`config.mk`:
```
export PLATFORM = sky130hd
export DESIGN_NAME = discrete_mapper
export DESIGN_NICKNAME = d
export VERILOG_FILES = /design/src/rtl/discrete_mapper_pkg.sv /design/src/rtl/discrete_mapper_m2_edge_sync.sv /design/src/rtl/discrete_mapper.sv
export SDC_FILE = /design/constraint.sdc
export NUM_CORES = 1
export LEC_CHECK = 0
export CELL_PAD_IN_SITES_DETAIL_PLACEMENT = 0
export CELL_PAD_IN_SITES_GLOBAL_PLACEMENT = 1
export CORE_MARGIN = 2
export CORE_UTILIZATION = 21
export CTS_BUF_LIST = sky130_fd_sc_hd__clkbuf_2
export CTS_CLUSTER_SIZE = 30
export DETAILED_ROUTE_END_ITERATION = 8
export PLACE_DENSITY = 0.83
export SLEW_MARGIN = 20
export SYNTH_ARGS = -nofsm -noshare
export SYNTH_HDL_FRONTEND = slang
export SYNTH_SLANG_ARGS = --single-unit
```
`constraint.sdc`:
```
create_clock -name clk -period 2 [get_ports clk]
set_clock_uncertainty 0.15 [all_clocks]
set_input_delay 0.6 -clock clk [delete_from_list [all_inputs] [get_ports clk]]
set_output_delay 0.6 -clock clk [all_outputs]
set_load 0.02 [all_outputs]
```
`src/rtl/discrete_mapper_pkg.sv`:
```
// Shared types and constants for the discrete NES mapper block.
// Contents:
//   mapper_mode_e : board family selected by the MODE parameter
//   wr_state_e    : states of the M2-qualified write capture machine
//   AXROM_NT_BIT  : data bit that selects the single-screen nametable on AxROM
package discrete_mapper_pkg;

  typedef enum logic [1:0] {
    AXROM = 2'd0,
    UXROM = 2'd1,
    CNROM = 2'd2,
    GXROM = 2'd3
  } mapper_mode_e;

  typedef enum logic [1:0] {
    IDLE   = 2'd0,
    HIGH   = 2'd1,
    COMMIT = 2'd2
  } wr_state_e;

  localparam int AXROM_NT_BIT = 4;

endpackage

```
`src/rtl/discrete_mapper_m2_edge_sync.sv`:
```
// Synchronises the raw CPU M2 strobe into the system clock domain and
// produces single-cycle rise/fall pulses of the synchronised level.
// Ports:
//   clk     : system clock (much faster than M2)
//   reset   : asynchronous, active-high
//   m2      : raw CPU M2
//   m2_s    : M2 after a 2-flop synchroniser
//   m2_rise : high for one clk on the first cycle m2_s is high
//   m2_fall : high for one clk on the first cycle m2_s is low
module m2_edge_sync (
  input  logic clk,
  input  logic reset,
  input  logic m2,
  output logic m2_s,
  output logic m2_rise,
  output logic m2_fall
);

  logic sync1_q, sync1_d;
  logic sync2_q, sync2_d;
  logic prev_q,  prev_d;

  always_comb begin
    sync1_d = m2;
    sync2_d = sync1_q;
    prev_d  = sync2_q;
  end

  always_ff @(posedge clk or posedge reset) begin
    if (reset) begin
      sync1_q <= 1'b0;
      sync2_q <= 1'b0;
      prev_q  <= 1'b0;
    end else begin
      sync1_q <= sync1_d;
      sync2_q <= sync2_d;
      prev_q  <= prev_d;
    end
  end

  assign m2_s    = sync2_q;
  assign m2_rise = sync2_q & ~prev_q;
  assign m2_fall = ~sync2_q & prev_q;

endmodule

```
`src/rtl/discrete_mapper.sv`:
```
// Discrete NES mapper (AxROM / UxROM / CNROM / GxROM) running on the fast
// system clock. CPU writes to $8000-$FFFF are captured while synchronised M2
// is high and committed to the bank registers after M2 falls, provided M2
// stayed high for at least MIN_M2_HIGH clk cycles (shorter pulses are glitches).
// Optional build macro: DISCRETE_MAPPER_BUS_CONFLICT_EN -- when defined the
// committed value is ANDed with the ROM data seen during the write (not AxROM).
// Ports:
//   clk, reset                : system clock, async active-high reset
//   m2, cpu_addr, cpu_rw,
//   cpu_data_in, prg_data_in  : CPU-side cartridge edge signals
//   ppu_addr, ppu_rd, ppu_wr  : PPU-side cartridge edge signals (rd/wr active-low)
//   chr_ram, mirror_v         : board configuration from the ROM header
//   prg_addr, prg_oe          : PRG memory controller address / read enable
//   chr_addr, chr_ce, chr_oe,
//   chr_we                    : CHR memory controller controls
//   ciram_ce, ciram_a10       : console nametable RAM controls
//   bank_wr                   : one-clk pulse when the bank registers change
module discrete_mapper
  import discrete_mapper_pkg::*;
#(
  parameter int MODE          = 0,
  parameter int ADDR_BITS     = 23,
  parameter int PRG_BANK_BITS = 4,
  parameter int CHR_BANK_BITS = 2,
  parameter int MIN_M2_HIGH   = 4
) (
  input  logic                 clk,
  input  logic                 reset,
  input  logic                 m2,
  input  logic [15:0]          cpu_addr,
  input  logic                 cpu_rw,
  input  logic [7:0]           cpu_data_in,
  input  logic [7:0]           prg_data_in,
  input  logic [13:0]          ppu_addr,
  input  logic                 ppu_rd,
  input  logic                 ppu_wr,
  input  logic                 chr_ram,
  input  logic                 mirror_v,
  output logic [ADDR_BITS-1:0] prg_addr,
  output logic                 prg_oe,
  output logic [ADDR_BITS-1:0] chr_addr,
  output logic                 chr_ce,
  output logic                 chr_oe,
  output logic                 chr_we,
  output logic                 ciram_ce,
  output logic                 ciram_a10,
  output logic                 bank_wr
);

  localparam mapper_mode_e MODE_E = mapper_mode_e'(MODE);
  // Wide enough to hold MIN_M2_HIGH (and at least one bit).
  localparam int CNT_W = $clog2(MIN_M2_HIGH + 2);

  logic m2_s, m2_rise, m2_fall;

  m2_edge_sync u_m2_sync (
    .clk     (clk),
    .reset   (reset),
    .m2      (m2),
    .m2_s    (m2_s),
    .m2_rise (m2_rise),
    .m2_fall (m2_fall)
  );

  wr_state_e                state_q, state_d;
  logic [CNT_W-1:0]         cnt_q, cnt_d;
  logic                     wr_req_q, wr_req_d;
  logic [PRG_BANK_BITS-1:0] prg_bank_q, prg_bank_d;
  logic [CHR_BANK_BITS-1:0] chr_bank_q, chr_bank_d;
  logic                     nt_q, nt_d;
  logic                     bank_wr_q, bank_wr_d;
  logic                     capture_en;

  // Captured bus contents; never reset because wr_req_q qualifies them.
  logic [15:0]              wr_addr_q;
  logic [7:0]               wr_data_q;
  logic [7:0]               commit_data;

`ifdef DISCRETE_MAPPER_BUS_CONFLICT_EN
  logic [7:0]               rom_data_q;

  always_ff @(posedge clk) begin
    if (capture_en) rom_data_q <= prg_data_in;
  end

  // AxROM boards drive the data bus without conflict.
  assign commit_data = (MODE_E == AXROM) ? wr_data_q : (wr_data_q & rom_data_q);

  logic unused_capture;
  assign unused_capture = ^wr_addr_q;
`else
  assign commit_data = wr_data_q;

  logic unused_capture;
  assign unused_capture = ^{prg_data_in, wr_addr_q};
`endif

  always_ff @(posedge clk) begin
    if (capture_en) begin
      wr_addr_q <= cpu_addr;
      wr_data_q <= cpu_data_in;
    end
  end

  always_comb begin
    state_d    = state_q;
    cnt_d      = cnt_q;
    wr_req_d   = wr_req_q;
    prg_bank_d = prg_bank_q;
    chr_bank_d = chr_bank_q;
    nt_d       = nt_q;
    bank_wr_d  = 1'b0;
    capture_en = 1'b0;

    case (state_q)
      IDLE: begin
        cnt_d    = '0;
        wr_req_d = 1'b0;
        if (m2_rise) begin
          state_d    = HIGH;
          cnt_d      = CNT_W'(1);
          capture_en = 1'b1;
        end
      end

      HIGH: begin
        if (m2_fall) begin
          // Qualify on pulse length so M2 glitches never reach the registers.
          if (wr_req_q && (cnt_q >= CNT_W'(MIN_M2_HIGH))) begin
            state_d = COMMIT;
          end else begin
            state_d  = IDLE;
            wr_req_d = 1'b0;
          end
          cnt_d = '0;
        end else begin
          // Re-capture every high cycle so the last one wins.
          capture_en = 1'b1;
          if (cnt_q < CNT_W'(MIN_M2_HIGH)) cnt_d = cnt_q + CNT_W'(1);
        end
      end

      COMMIT: begin
        bank_wr_d = 1'b1;
        case (MODE_E)
          AXROM: begin
            prg_bank_d = PRG_BANK_BITS'(commit_data);
            nt_d       = commit_data[AXROM_NT_BIT];
          end
          UXROM: prg_bank_d = PRG_BANK_BITS'(commit_data);
          CNROM: chr_bank_d = CHR_BANK_BITS'(commit_data);
          default: begin
            prg_bank_d = PRG_BANK_BITS'(commit_data[5:4]);
            chr_bank_d = CHR_BANK_BITS'(commit_data[1:0]);
          end
        endcase
        wr_req_d = 1'b0;
        cnt_d    = '0;
        state_d  = IDLE;
        // A new M2 cycle may already have started; do not lose its first cycle.
        if (m2_s) begin
          state_d    = HIGH;
          cnt_d      = CNT_W'(1);
          capture_en = 1'b1;
        end
      end

      default: begin
        state_d  = IDLE;
        cnt_d    = '0;
        wr_req_d = 1'b0;
      end
    endcase

    if (capture_en) wr_req_d = cpu_addr[15] & ~cpu_rw;
  end

  always_ff @(posedge clk or posedge reset) begin
    if (reset) begin
      state_q    <= IDLE;
      cnt_q      <= '0;
      wr_req_q   <= 1'b0;
      prg_bank_q <= '0;
      chr_bank_q <= '0;
      nt_q       <= 1'b0;
      bank_wr_q  <= 1'b0;
    end else begin
      state_q    <= state_d;
      cnt_q      <= cnt_d;
      wr_req_q   <= wr_req_d;
      prg_bank_q <= prg_bank_d;
      chr_bank_q <= chr_bank_d;
      nt_q       <= nt_d;
      bank_wr_q  <= bank_wr_d;
    end
  end

  assign bank_wr = bank_wr_q;

  logic [PRG_BANK_BITS-1:0] ux_bank;
  assign ux_bank = cpu_addr[14] ? {PRG_BANK_BITS{1'b1}} : prg_bank_q;

  always_comb begin
    case (MODE_E)
      AXROM, GXROM: prg_addr = ADDR_BITS'({prg_bank_q, cpu_addr[14:0]});
      UXROM:        prg_addr = ADDR_BITS'({ux_bank, cpu_addr[13:0]});
      default:      prg_addr = ADDR_BITS'(cpu_addr[14:0]);
    endcase
  end

  assign prg_oe = cpu_addr[15] & cpu_rw;

  assign chr_addr = ((MODE_E == CNROM) || (MODE_E == GXROM))
                  ? ADDR_BITS'({chr_bank_q, ppu_addr[12:0]})
                  : ADDR_BITS'(ppu_addr[12:0]);

  assign chr_ce    = ~ppu_addr[13];
  assign ciram_ce  = ~ppu_addr[13];
  assign chr_oe    = ~ppu_rd;
  assign chr_we    = chr_ram & ~ppu_wr;
  assign ciram_a10 = (MODE_E == AXROM) ? nt_q
                   : (mirror_v ? ppu_addr[10] : ppu_addr[11]);

endmodule

```
Word-level counts from Yosys, hierarchy flattened
Index checks and enable logic that the tools add are counted.
{"block": "totals", "regBits": 20, "wordCells": 54, "out_inout_bits": 53}
{"block": "classes", "n_mux": 19, "order_cmp": 2, "add_sub_neg": 1, "reduce_logical": 4, "bitwise_logic": 11, "eq_ne": 7}
{"cell": "2-to-1 mux 1 bit", "n": 11}
{"cell": "!= test 3 bit, second input constant", "n": 3}
{"cell": "one-hot mux 3 bit (3 select lines)", "n": 1}
{"cell": "2-to-1 mux 2 bit", "n": 3}
{"cell": "2-to-1 mux 3 bit", "n": 2}
{"cell": "NOT 1 bit", "n": 6}
{"cell": "one-hot mux 2 bit (3 select lines)", "n": 1}
{"cell": "bitwise AND 1 bit", "n": 5}
{"cell": "!= test 2 bit, second input constant", "n": 2}
{"cell": "AND reduction 2 bit", "n": 2}
{"cell": "adder 3 x 1 -> 3 bit, second input constant", "n": 1}
{"cell": ">= comparator 3 bit, second input constant", "n": 1}
{"cell": "< comparator 3 bit, second input constant", "n": 1}
{"cell": "one-hot mux 1 bit (3 select lines)", "n": 1}
{"cell": "== test 2 x 1 -> 1 bit, second input constant", "n": 1}
{"cell": "== test 2 bit, second input constant", "n": 1}
{"cell": "logical NOT 2 bit", "n": 1}
{"cell": "logical AND 1 bit", "n": 1}

Longest topological paths before layout
Gate-level depths: netlist (run 1).
{"block": "depth", "word_depth": 6, "mapped_depth": 3, "mapped_depth_nobuf": 3}

Modules after synthesis
From an unflattened synthesis (run 1), not the netlist that was laid out.
{"block": "hier_totals", "hier_cells": 109, "area_unflattened_um2": 1098.6}
{"module": "discrete_mapper", "instances": 1, "cells_per_inst": 103, "area_per_inst_um2": 1004.7}
{"module": "m2_edge_sync", "instances": 1, "cells_per_inst": 6, "area_per_inst_um2": 93.8}

Worst setup path after synthesis (run 1)
No wires, ideal clock.
{"block": "synth_path", "kind": "input to output", "start": "input port chr_ram", "end": "output port chr_we", "slack_ps": 323, "t_required_ps": 1250, "stages": 1, "arrival_ps": 927, "path_cell_list": "nor2b_1"}
{"block": "synth_via", "elab_chain_len": 1}
{"element": "from (decl)", "line": "discrete_mapper.sv:37", "text": "input logic chr_ram,"}
{"element": "bitwise AND 1 bit", "line": "discrete_mapper.sv:220", "text": "assign chr_we = chr_ram & ~ppu_wr;"}
{"element": "to (decl)", "line": "discrete_mapper.sv:44", "text": "output logic chr_we,"}
Every way passes these cells.

Worst setup path after layout (run 1)
{"block": "layout_path", "start": "input port ppu_rd", "end": "output port chr_oe"}
{"block": "layout_via", "elab_chain_len": 1}
{"element": "from (decl)", "line": "discrete_mapper.sv:35", "text": "input logic ppu_rd,"}
{"element": "NOT 1 bit", "line": "discrete_mapper.sv:219", "text": "assign chr_oe = ~ppu_rd;"}
{"element": "to (decl)", "line": "discrete_mapper.sv:43", "text": "output logic chr_oe,"}
Every way passes these cells.

==> results of run 1 <==
-- logic make-up (layout without fill, tap and decap cells) --
| group | after synthesis | count (layout) | share of synthesized area |
|---|---|---|---|
| AOI/OAI and AO/OA | 3 | 3 | 0.0247 |
| xor gates and xnor gates | 1 | 1 | 0.00785 |
| adders and majority gates | 1 | 1 | 0.0112 |
| buffers and inverters | 49 | 35 | 0.316 |
| DFF | 20 | 20 | 0.471 |
| muxes | 6 | 6 | 0.0762 |
| other | 1 | 14 | 0.00336 |
| and+or+nand+nor | 18 | 18 | 0.0897 |
-- final cells by class --
cell class,count,area share
flip-flops and latches,20,0.439
clock buffers,4,0.0167
well taps,70,0.0732
inverters,5,0.0157
multi-input cells,43,0.242
repair buffers,26,0.213
-- layer usage --
layer | up-vias | track usage | routed length [um]
met3 | 0 | 0.0282 | 150
met1 | 247 | 0.0585 | 621
met4 | 0 | 0.00182 | 0
met5 | - | 0 | 0
li1 | 253 | - | -
met2 | 26 | 0.0754 | 701
-- worst max-delay path: stages --
cell and delay, ps:
clkdlybuf4s50_1 450, inv_1 40, buf_6 120
-- report_power, final --
group,internal [mW],switching [mW],leakage (nW)
Clock,0.0530,0.114,0.0166
Sequential,0.444,0.0135,0.247
Combinational,0.0531,0.0661,0.370
-- cell usage after synthesis, drive strengths merged --
master	n	share of area
inv	5	0.017
dfrtp	15	0.34
and2b	1	0.0078
nand4	1	0.0056
o22ai	1	0.0056
ha	1	0.011
conb	1	0.0034
nor2b	2	0.011
mux2	5	0.067
mux2i	1	0.0090
nor2	5	0.017
edfxtp	5	0.13
nand2	4	0.013
buf	44	0.30
a21oi	1	0.0078
o31ai	1	0.011
and2	1	0.0056
nand2b	4	0.029
xor2	1	0.0078
-- repair_timing --
action	4_1_cts	5_1_grt
endpoints found under the setup margin	11	4
resized for setup	34	8
gates cloned	0	0
-- flip-flops by register name (all words and copies together), names as in the netlist --
register / count
bank_wr: 1
state_q: 2
cnt_q: 3
prg_bank_q: 4
wr_req_q: 1
u_m2_sync.sync1_q: 1
commit_data: 5
u_m2_sync.prev_q: 1
ciram_a10: 1
u_m2_sync.m2_s: 1
-- layout by cell type (no fill, tap or decap) --
cell / netlist / final
edfxtp_1: 5 / 5
inv_2: 0 / 1
a21oi_2: 1 / 1
nand2_1: 4 / 4
inv_1: 5 / 4
dfrtp_1: 15 / 15
nand4_1: 1 / 1
ha_1: 1 / 1
o31ai_2: 1 / 1
clkdlybuf4s50_1: 0 / 8
buf_6: 1 / 4
clkbuf_2: 0 / 4
buf_4: 43 / 3
mux2i_1: 1 / 1
mux2_4: 5 / 5
and2_4: 0 / 1
o22ai_1: 1 / 1
xor2_1: 1 / 1
conb_1: 1 / 14
dlymetal6s2s_1: 0 / 3
nand2b_1: 3 / 3
nor2_1: 5 / 5
dlygate4sd2_1: 0 / 8
nand2b_4: 1 / 1
nor2b_1: 2 / 2
and2b_2: 1 / 1
-- stage by stage --
step / setup slack, ps / instance area [um^2]
floorplan: 323 / 1160
global placement: -531 / 1170
detailed placement: -545 / 1170
CTS: -76.6 / 1180
global route: 6.59 / 1200
finish: 36.5 / 1200
-- how the worst min path moves through the flow --
stage,startpoint,to,depth (start not counted)
final,u_m2_sync.sync1_q$_DFF_PP0_,u_m2_sync.m2_s$_DFF_PP0_,0
after global routing,u_m2_sync.sync1_q$_DFF_PP0_,u_m2_sync.m2_s$_DFF_PP0_,0
after CTS,u_m2_sync.sync1_q$_DFF_PP0_,u_m2_sync.m2_s$_DFF_PP0_,0
after detailed placement,u_m2_sync.sync1_q$_DFF_PP0_,u_m2_sync.m2_s$_DFF_PP0_,0
after global placement,u_m2_sync.sync1_q$_DFF_PP0_,u_m2_sync.m2_s$_DFF_PP0_,0
after floorplan,u_m2_sync.sync1_q$_DFF_PP0_,u_m2_sync.m2_s$_DFF_PP0_,0
==> metrics.txt, run 1 <==
fin. max-slew vios 0; HP Class reg2reg; Synth cell types 21; Overall Power 0.744 mW; Hold WS 230 ps; gpl congestion 0.742; period utilisation layout 0.982; DR pass1 iterations 4; area of the multi-input gates 289 um^2; worst r2r dst commit_data[1]$_DFFE_PP_; Leak 0.633 nW; Max H-tree Level 1; drt total wl 1470 um; final hold violations 0; critical path startpoint category input pin; die area 5910 um^2; Initial Util 0.219; sequential-to-total area share from yosys stat 0.471; DP Cell Count 164; CTS tree yes; critical path type in2out; ANT cells 0; Finished Core Util 0.234; Die H 76.9 um; cts bufs inserted 3; Global Route Usage Sum 0.0475; RSZ-0062 raised after global routing false; critical path data required time 1250 ps; Setup Fix Bufs, Post-CTS 0; Area Overhead vs Synth 7.18%; Nets 154; first-pass GRT wire length 2220 um; crit path launch ppu_rd; Power Dens Cells 622 nW/um^2; sum of negative setup slack 0 ps; FF+latch count, synth 20; Die W 76.9 um; Critical Path Sink chr_oe; Setup-failing EPs final 0; Clock Tree Root clkbuf_2; CP endpoint kind primary output; status complete, no violations; worst vdd ir 0.000289 V; DP HPWL 1150 um; clk_lat worst skew 290 ps; GRT overflow 0; Via-to-Cell Ratio 3.13; Synth Instances 99; f_max 509 MHz; crit-path max FO 1; vias post-DR 526; Final Critical Period 1960 ps; layout cells sized above 1 0.224; initial antenna violation count 0; CTS Buffer Depth 2; Core Region 5110 um^2; number of max-cap violations 0; hold_buf cts 0; yosys warns 0; DRC Markers 0; crit path DAT 1210 ps; Num Clock Sinks 20; Final Non-Filler Cells 168; register area 526 um^2; post-route ant nets 0; FILL cells 554; FP Rows 26; DRT iter0 DRCs 8; # port buffers 24; largest net degree at the start of global routing 16; R2R depth 3; clock-pin slew on the worst setup and hold paths 170 ps; IO Count 107; R2R setup slack 420 ps; vias in the first global route 496; drt wl/cell 8.77 um; Critical R2R Launch state_q[1]$_DFFE_PP0P_; Syn Area/Cell 11.3 um^2; cell area after synthesis 1120 um^2
No activity file was read; power rests on OpenSTA's default activity.
==> inputs of run 2 (changes only) <==
SKIP_CTS_REPAIR_TIMING = 1   (was not set)
==> run 2 against run 1 <==
Against the previous run:
- the run now ends with negative setup slack left
- final area rose by 1.7%
- highest routed layer unchanged
- combinational power hardly changed
- flip-flop and latch count is the same
- sequential power about the same
- core utilization is 0.39 points higher
- setup slack got worse by 110 ps
- via count increased by 0.38%
- clock power about the same
- first-iteration DRC count increased by 50%
- routed wire length grew 0.81%
- fmax fell by 5.1%
==> metrics.txt, run 2 (synthesized netlist as in run 1, its figures left out) <==
status finished, violations left; failing checks negative setup slack; drt total wl 1490 um (+0.81%); GRT overflow 0 (unchanged); Die W 76.9 um (unchanged); FILL cells 557 (+0.54%); critical path startpoint category input pin; CP max stage cell clkdlybuf4s50_1; HP Class reg2reg; final setup margin -70.0 ps (-106 ps); DRT iter0 DRCs 12 (+4); Nets 154 (unchanged); Area Overhead vs Synth 8.97%; critical path type in2out; ANT cells 0 (unchanged); number of max-cap violations 0 (unchanged); Hold Path Depth 0 (unchanged); initial antenna violation count 0 (unchanged); worst vdd ir 0.000289 V (about the same); Power Dens Cells 611 nW/um^2 (-1.7%); # port buffers 24 (unchanged); worst-path cell chain clkdlybuf4s50_1 > and2_1 > buf_4; HP Start u_m2_sync.sync1_q$_DFF_PP0_; CP peak stage delay 470 ps (+20 ps); WHS Endpoint u_m2_sync.m2_s$_DFF_PP0_; Critical R2R Launch state_q[1]$_DFFE_PP0P_; largest net degree at the start of global routing 16 (unchanged); CP endpoint kind primary output; CTS Buffer Depth 2 (unchanged); crit path DAT 1320 ps (+110 ps); vias in the first global route 501 (+1.0%); post-route ant nets 0 (unchanged); layout cells sized above 1 0.204 (-0.0204); FP Rows 26 (unchanged); Final Critical Period 2070 ps (+106 ps); IO Count 107 (unchanged); vias post-DR 528 (+0.38%); Initial Util 0.219 (unchanged); DR pass1 iterations 4 (unchanged); Num Clock Sinks 20 (unchanged); RSZ-0062 raised after global routing true; cts bufs inserted 3 (unchanged); DP HPWL 1150 um (unchanged); highest-count cells in the layout ignoring fill and taps dfrtp_1 (15), conb_1 (14), dlymetal6s2s_1 (10), clkdlybuf4s50_1 (10); Max H-tree Level 1 (unchanged); fin. max-slew vios 0 (unchanged); gpl congestion 0.742 (unchanged); clk_lat worst skew 290 ps (about the same); Overall Power 0.743 mW (about the same); Finished Core Util 0.238 (+0.00392); DRC Markers 0 (unchanged); placed instance area 1170 um^2 (unchanged); drt wl/cell 8.85 um (+0.81%); first-pass GRT wire length 2240 um (+0.63%); CTS tree yes; R2R depth 3 (unchanged); die area 5910 um^2 (unchanged); R2R setup slack 420 ps (about the same); final hold violations 0 (unchanged); worst r2r dst commit_data[1]$_DFFE_PP_; most common cell after layout, fill and taps aside dfrtp_1; Design Area, Final 1220 um^2 (+1.7%); f_max 483 MHz (-5.1%); Global Route Usage Sum 0.0478 (+0.000249); critical path data required time 1250 ps (about the same); Clock Tree Root clkbuf_2; Setup-failing EPs final 1 (+1); Die H 76.9 um (unchanged); crit-path max FO 2 (+1); Leak 0.718 nW (+13%); period utilisation layout 1.03 (+0.0532); clock-pin slew on the worst setup and hold paths 170 ps (about the same); Via-to-Cell Ratio 3.14 (+0.38%); max FFs per register 5 (unchanged); Core Region 5110 um^2 (unchanged)
[run 2: cell types whose count changed in the layout (fill, tap and decap cells not counted), sizes merged]
cell,before,now
buf,7,6
dlygate4sd2,8,0
clkdlybuf4s50,8,10
dlymetal6s2s,3,10
[run 2: report_power, final]
| group | internal [mW] | switching [mW] | total, mW |
|---|---|---|---|
| registers | 0.444 | 0.0135 | 0.457 |
| logic | 0.0530 | 0.0655 | 0.119 |
| clock network | 0.0530 | 0.114 | 0.167 |
[run 2: area by class of cell]
type	instances	area, um^2	share of cell area
Tap cell	70	87.6	0.0720
Timing Repair Buffer	26	278	0.228
Sequential cell	20	526	0.432
Clock buffer	4	20.0	0.0165
Inverter	5	18.8	0.0154
Multi-Input combinational cell	43	287	0.236
[run 2: metal layers]
metal	part of all wire	GRT usage	wire, um	vias up
met5	0	0	0	-
met4	0	0.00182	0	0
met3	0.10	0.0282	151	0
met2	0.47	0.0754	704	26
met1	0.42	0.0593	629	247
li1	-	-	-	255
[run 2: worst max-delay path, delay by kind of cell]
family	cells	cell delay (ps)
and+or+nand+nor	1	120
buffers and inverters	2	600
[run 2: worst max path at each step]
stage                 start  slack, ps  endpoint
5_1_grt        cpu_addr[15]       -110    prg_oe
2_1_floorplan       chr_ram        320    chr_we
3_5_place_dp   cpu_addr[15]       -540    prg_oe
6_report       cpu_addr[15]        -70    prg_oe
4_1_cts        cpu_addr[15]       -540    prg_oe
3_3_place_gp   cpu_addr[15]       -530    prg_oe
[run 2: through the flow]
step,TNS [ps],std cells,hold slack (ps),setup slack (ps)
floorplan,0,112,181,323
global route,-111,168,252,-111
detailed placement,-2310,164,196,-545
global placement,-2230,164,183,-531
CTS,-2710,168,236,-543
finish,-70.0,168,230,-70.0
==> inputs of run 3 (changes only) <==
SETUP_SLACK_MARGIN = 0.4   (was not set)
SKIP_LAST_GASP = 1   (was not set)
==> run 3 against run 2 <==
Against the previous run:
- the run now ends clean
- register-to-register slack improved by 140 ps
- largest cell class unchanged
- highest routed layer is now met4
- total power rose by 1.0%
- critical endpoint unchanged
- flip-flop and latch count did not move
- cell count rose by 3.0%
- sequential share of layout area fell by 1.5 points
- critical path type unchanged
==> metrics.txt, run 3 (synthesized netlist as in run 1, its figures left out) <==
sum of negative setup slack 0 ps (+70.0 ps); critical path data required time 1250 ps (about the same); # port buffers 24 (unchanged); critical path type in2out; Area Overhead vs Synth 12.9%; Max H-tree Level 1 (unchanged); Clock Tree Root clkbuf_2; Leak 0.629 nW (-12%); drt wl/cell 8.95 um (+1.2%); Global Route Usage Sum 0.0538 (+0.00597); crit-path max FO 2 (unchanged); WHS Endpoint u_m2_sync.m2_s$_DFF_PP0_; vias post-DR 539 (+2.1%); final hold violations 0 (unchanged); clock-pin slew on the worst setup and hold paths 160 ps (about the same); Die W 76.9 um (unchanged); CTS Buffer Depth 2 (unchanged); layout cells sized above 1 0.408 (+0.204); Num Clock Sinks 20 (unchanged); ANT cells 0 (unchanged); critical path startpoint category input pin; cts bufs inserted 3 (unchanged); CTS tree yes; Nets 159 (+3.2%); Critical R2R Launch state_q[1]$_DFFE_PP0P_; worst r2r dst commit_data[3]$_DFFE_PP_; pre-CTS WS -538 ps (+6.74 ps); worst-path cell chain buf_6 > and2_4 > buf_6; gpl congestion 0.663 (-11%); Via-to-Cell Ratio 3.12 (-0.87%); Hold Path Depth 0 (unchanged); FILL cells 554 (-0.54%); Die H 76.9 um (unchanged); Overall Power 0.751 mW (+1.0%); die area 5910 um^2 (unchanged); Setup-failing EPs final 0 (-1); drt total wl 1550 um (+4.2%); number of max-cap violations 0 (unchanged); FP Rows 26 (unchanged); first-pass GRT wire length 2340 um (+4.7%); Buf+Inv Stages, Crit Path 2 (unchanged); IO Count 107 (unchanged); largest net degree at the start of global routing 16 (unchanged); DR pass1 iterations 3 (-1); CP peak stage delay 140 ps (-330 ps); R2R setup slack 560 ps (+140 ps); DRT iter0 DRCs 19 (+7); CP max stage cell and2_4; max FFs per register 5 (unchanged); CP delay by family, top buffers and inverters; f_max 586 MHz (+21%); initial antenna violation count 0 (unchanged); most common cell after layout, fill and taps aside dfrtp_1; worst vdd ir 0.000210 V (-27%); HP Class reg2reg; Initial Util 0.219 (unchanged); final setup margin 295 ps (+365 ps); DP HPWL 1180 um (+2.6%); fin. max-slew vios 0 (unchanged); RSZ-0062 raised after global routing true; DRC Markers 0 (unchanged); vias in the first global route 487 (-2.8%); GRT overflow 0 (unchanged); Final Critical Period 1710 ps (-365 ps); R2R depth 3 (unchanged); post-route ant nets 0 (unchanged); HP Start u_m2_sync.sync1_q$_DFF_PP0_; Core Region 5110 um^2 (unchanged); period utilisation layout 0.853 (-0.182); CP endpoint kind primary output; highest-count cells in the layout ignoring fill and taps dfrtp_1 (15), conb_1 (14), buf_6 (14); Power Dens Cells 596 nW/um^2 (-2.5%); crit path DAT 960 ps (-360 ps); most used cell, CP buf_6; status complete, no violations; clk_lat worst skew 300 ps (about the same)
==> run 3: cell count changes in the layout (fill, tap and decap cells not counted), sizes merged <==
cell           previous run  this run
buf                       6        22
dlymetal6s2s             10         0
clkdlybuf4s50            10         7
clkbuf                    4         6
clkinvlp                  0         1
inv                       5         4
==> run 3: layout make-up <==
cell class	instances	area (um^2)	area share
multi-input combinational	43	299	0.237
tap	70	87.6	0.0695
clock buffer	4	20.0	0.0159
sequential	20	526	0.417
timing repair buffer	31	305	0.242
inverter	5	22.5	0.0179
==> run 3: worst max-delay path by stage <==
stage / start / end / slack [ps] / depth (start not counted)
2_1_floorplan: ppu_addr[13] / ciram_ce / 370 / 2
3_3_place_gp: cpu_addr[15] / prg_oe / -530 / 3
3_5_place_dp: cpu_addr[15] / prg_oe / -540 / 3
4_1_cts: cpu_addr[15] / prg_oe / -550 / 3
5_1_grt: prg_bank_q[1]$_DFFE_PP0N_ / prg_addr[16] / 280 / 1
6_report: cpu_rw / prg_oe / 290 / 3
==> run 3: metrics by stage <==
| stage | area [um^2] | util | cells | hold WS [ps] |
|---|---|---|---|---|
| 6_report | 1260 | 0.247 | 173 | 222 |
| 5_1_grt | 1260 | 0.247 | 173 | 229 |
| 4_1_cts | 1200 | 0.235 | 168 | 226 |
| 3_5_place_dp | 1180 | 0.231 | 164 | 189 |
| 3_3_place_gp | 1180 | 0.231 | 164 | 185 |
| 2_1_floorplan | 1170 | - | 112 | 181 |
==> run 3: routing by layer <==
layer / vias to the layer above / GRT usage / part of all wire
met1: 247 / 0.0614 / 0.40
met4: 0 / 0.0527 / 0.025
met2: 30 / 0.0711 / 0.46
li1: 260 / - / -
met3: 2 / 0.0259 / 0.12
met5: - / 0 / 0
==> run 3: power breakdown <==
part           internal [mW]  switching, mW  total [mW]
logic                 0.0595         0.0687       0.128
clock network         0.0530          0.112       0.165
registers              0.444         0.0136       0.457
total                  0.556          0.195       0.751
==> run 3: worst reg2reg max path, stage by stage, from the launching register on <==
cell and delay (ps):
dfrtp_1 450, nand2b_1 170, a21oi_2 90, nor2_2 280
